===== src/rtl/demux1to4_dist.sv =====
// Registered 1-to-4 demultiplexer: one valid/ready source fans out to four
// one-entry lane registers, steered by in_sel or by an internal round-robin pointer.
module demux1to4_dist #(
  parameter int unsigned W = 1
) (
  input  logic           clk,
  input  logic           rst,
  input  logic           in_valid,
  input  logic [W-1:0]   in_data,
  input  logic [1:0]     in_sel,
  input  logic           rr_mode,
  output logic           in_ready,
  output logic [4*W-1:0] out_data,
  output logic [3:0]     out_valid,
  input  logic [3:0]     out_ready,
  output logic [1:0]     rr_ptr
);

  localparam int unsigned LANES = 4;

  logic [LANES-1:0][W-1:0] r_data;
  logic [LANES-1:0]        r_valid;
  logic [1:0]              r_ptr;

  logic [1:0] w_tgt;
  logic       w_in_ready;
  logic       w_accept;

  // Target lane and acceptance; a full lane still accepts if it pops this cycle.
  always_comb begin
    w_tgt      = rr_mode ? r_ptr : in_sel;
    w_in_ready = ~r_valid[w_tgt] | out_ready[w_tgt];
    w_accept   = in_valid & w_in_ready;
  end

  always_ff @(posedge clk or posedge rst) begin
    if (rst) begin
      r_data  <= '0;
      r_valid <= '0;
      r_ptr   <= 2'b00;
    end else begin
      for (int i = 0; i < LANES; i++) begin
        // A load wins over a pop on the same lane so no bubble appears.
        if (w_accept && (w_tgt == 2'(i))) begin
          r_data[i]  <= in_data;
          r_valid[i] <= 1'b1;
        end else if (out_ready[i]) begin
          r_valid[i] <= 1'b0;
        end
      end
      if (w_accept && rr_mode) begin
        r_ptr <= r_ptr + 2'd1;
      end
    end
  end

  assign in_ready  = w_in_ready;
  assign out_data  = r_data;
  assign out_valid = r_valid;
  assign rr_ptr    = r_ptr;

endmodule


===== config.mk =====
export PLATFORM = sky130hd
export DESIGN_NAME = demux1to4_dist
export DESIGN_NICKNAME = d
export VERILOG_FILES = /design/src/rtl/demux1to4_dist.sv
export SDC_FILE = /design/constraint.sdc
export NUM_CORES = 1
export LEC_CHECK = 0
export BUFFER_PORTS_ARGS = -buffer_cell sky130_fd_sc_hd__buf_2
export CORE_AREA = 2 2 39 41
export CTS_BUF_LIST = sky130_fd_sc_hd__clkbuf_8
export DETAILED_ROUTE_END_ITERATION = 7
export DIE_AREA = 0 0 41 43
export GPL_TIMING_DRIVEN = 0
export PLACE_DENSITY_LB_ADDON = 0.2
export SLEW_MARGIN = 20
export SYNTH_ARGS = -nofsm -noshare
export SYNTH_HDL_FRONTEND = slang
export SYNTH_SLANG_ARGS = --single-unit

===== constraint.sdc =====
create_clock -name clk -period 2.1 [get_ports clk]
set_clock_uncertainty 0.05 [all_clocks]
set_input_delay 0.21 -clock clk [delete_from_list [all_inputs] [get_ports clk]]
set_output_delay 0.21 -clock clk [all_outputs]
set_load 0.005 [all_outputs]

==> metrics.md <==
| Metric | Value |
|---|---|
| Buf/Inv on CP | 1 |
| H-Tree Depth | 1 |
| Fin crit share | 86.08% |
| Hold endpoint | out_data[0]$_DFFE_PP0P_ |
| First-pass GRT wire length | 1.621 mm |
| Post-synthesis sequential area ratio | 45.35% |
| Setup TNS | 0 ps |
| Hold_sp | in_data |
| RSZ-0062 raised after global routing | no |
| FF-to-FF path depth | 4 |
| Antenna diodes | 0 |
| Most frequent cells in the layout | 20 x buf_2, 10 x dfrtp_1, 8 x o21ai_0, 4 x nand2_1, 4 x nand2b_1 |
| Global Route Usage Sum | 13.95% |
| Crit-path cells | mux2i_4 -> mux2_2 -> nand2_1 -> o21ai_0 -> buf_2 |
| WP depth | 5 |
| Top-area cell type share of the netlist area | 45.35% |
| Mean Syn Cell Area | roughly 11 um^2 |
| Worst reg2reg path endpoint | out_data[1]$_DFFE_PP0P_ |
| Io pins | 22 |
| GR Util met1 | about 17% |
| DR iter-0 viols | 2 |
| Worst path slowest cell | dfrtp_1 |
| Status | finished, final reports clean |
| Clk root buf | clkbuf_8 |
| Synth unique cells | 21 |
| Most Used Layer, Global Route | met2 |
| Die Wd | 41 um |
| Die Y | approximately 43 um |
| Largest net degree at the start of global routing | 11 |
| Worst-Margin Slew | about 390 ps |
| Biggest area consumer among synthesized cells | dfrtp_1 |
| Area Growth Syn to Fin | 30.16% |
| TritonCTS clock tree | built |
| Pwr Density | 1097 nW/um^2 |
| Worst-path clk slew | 50 ps |
| Resized Gates After CTS | 0 |
| Data required, critical path | 1840 ps |
| Critical Setup Path Class | register to primary output |
| Maximum VDD drop | 0.0005457 V |
| Utilization after layout | 51.90% |
| Commonest non-fill, non-tap cell in the layout | buf_2 |
| Synth Cell Area | ~550 um^2 |
| Vias per inst | 5.045 |
| Via count | ~450 |
| Crit. End Element | primary output |
| Detailed Routing Iterations Pass 1 | 4 |
| Max FO, Critical Path | 6 |
| Hold Crit Class | input port to register |
| Post-Route WL | approximately 1.0 mm |
| # rows | 14 |
| Initial Utilization | about two fifths |
| Quantity of I/O buffers inserted on ports | 19 |
| Endpoints failing setup | 0 |
| CTS Buf Count | 3 |
| Grt total ovfl | 0 |
| Longest Clk Path Bufs | 2 |
| Gpl congestion | between 0.7 and 0.8 |
| Slew HR | about 74% |
| Worst R2R Setup Slack | 630 ps |
| GR Util met3 | around 4.7% |
| Hold path cells | 2 |
| Initial antenna violation count | 0 |
| Final #Nets | 86 |
| Max-cap viol count | 0 |
| Post-Synthesis Cells | 50 |
| Largest stage delay, worst path | 440 ps |
| Core ar. | 1384 um^2 |
| Endpoints failing hold | 0 |
| Synth area leaders | dfrtp_1 45%, mux2i_4 8.2%, o21ai_0 7.3%, mux2_4 5.4%, nand2b_1 4.5% |
| Routed Antenna Nets | 0 |
| Syn_nets | slightly above 60 |
| #FFs+latches synth | 10 |
| Layout cells sized above 1 | 43.84% |
| Clock sink total | 10 |
| Worst skew pair latency | 230 ps |
| Die area | 1763 um^2 |
| Tmin final | approximately 1800 ps |
| Leak Pwr | ~0.34 nW |
| DR DRC count | 0 |
| Crit path max-delay family | multiplexers |
| Synthesis Warnings | 0 |
| FMAX | 0.5532 GHz |
| Crit path arrival time | 1550 ps |
| Grt met2 use | 20.31% |
| Count of pins over their slew limit | 0 |
| Setup crit start kind | register |
| Number of global-route vias before repair | just over 400 |
| Reg-to-reg startpoint | rr_ptr[1]$_DFFE_PP0P_ |
| Post-DR wirelength/cell | approximately 11 um |
## worst max-delay path by stage
| stage | slack (ps) | start | endpoint |
|---|---|---|---|
| finish | 290 | rr_ptr[1]$_DFFE_PP0P_ | in_ready |
| global route | 240 | rr_ptr[1]$_DFFE_PP0P_ | in_ready |
| CTS | 290 | rr_ptr[1]$_DFFE_PP0P_ | in_ready |
| detailed placement | 540 | rr_ptr[1]$_DFFE_PP0P_ | in_ready |
| global placement | 550 | rr_ptr[1]$_DFFE_PP0P_ | in_ready |
| floorplan | 710 | rr_ptr[1]$_DFFE_PP0P_ | in_ready |
## final cells by class
type,count,area (um^2)
clock buffers,3,41.29
inverters,1,3.754
well taps,16,20.02
multi-input cells,37,281.5
repair buffers,20,105.1
fillers,139,665.6
plain buffers,2,16.27
flip-flops and latches,10,250.2
## metrics by stage
| stage | worst slack (ps) | power (mW) | hold WS [ps] | instances | area [um^2] |
|---|---|---|---|---|---|
| finish | 292.3 | 0.7882 | 184.8 | 89 | 718.2 |
| global route | 237.4 | 0.8416 | 197.7 | 89 | 718.2 |
| global placement | 545.2 | 0.5963 | 156.7 | 85 | 666.9 |
| floorplan | 714.3 | 0.4875 | 0.1782 | 50 | 551.8 |
| CTS | 291.0 | 0.7987 | 187.7 | 89 | 718.2 |
| detailed placement | 544.7 | 0.6002 | 156.5 | 85 | 666.9 |
## state kept, by name, indices dropped and copies added, names as in the netlist
signal     count
out_valid      4
rr_ptr         2
out_data       4
## where the power goes
group	switching, mW	total (mW)	internal [mW]
clock network	0.0681	0.193	0.125
logic	0.123	0.275	0.152
registers	0.0533	0.320	0.267
## kinds of logic after synthesis
family                 Yosys count  synth area share [%]
AO/OA/AOI/OAI                   10                 9.069
buffers and inverters            3                 3.626
flip-flops                      10                 45.35
multiplexers                     9                 23.58
AND/OR/NAND/NOR                 18                 18.37
## synthesized netlist by cell type
cell and count:
mux2i_1 1, a21oi_1 1, nor3_1 2, nand4_1 2, mux2i_4 2, o21ai_0 8
mux2_1 2, nor2_1 1, nand2b_1 4, nand2_2 1, nor2b_1 1, o21ai_1 1
inv_1 1, nand2_1 4, buf_6 1, nand3_1 2, mux2_2 2, dfrtp_1 10
mux2_4 2, nor3b_2 1, buf_2 1
## timing repair
item                                   in CTS  in global routing
endpoints found under the hold margin      10                  0
buffers inserted                            0                  0
hold buffers                                1                  0
## worst reg2reg max path, stage by stage (launching register included)
cell     delay, ps
dfrtp_1        440
mux2i_4        240
nand2_1        100
nor3_1         180
mux2_2         350
## per-layer routing
layer  routed length [um]  share of wire (%)  up-vias
met1                  435                 43      208
met3                   84                8.3        2
met2                  478                 47       16
met4                   16                1.6        0
li1                     -                  -      223
met5                    0                  0        -
(Power assumes the default switching activity.)
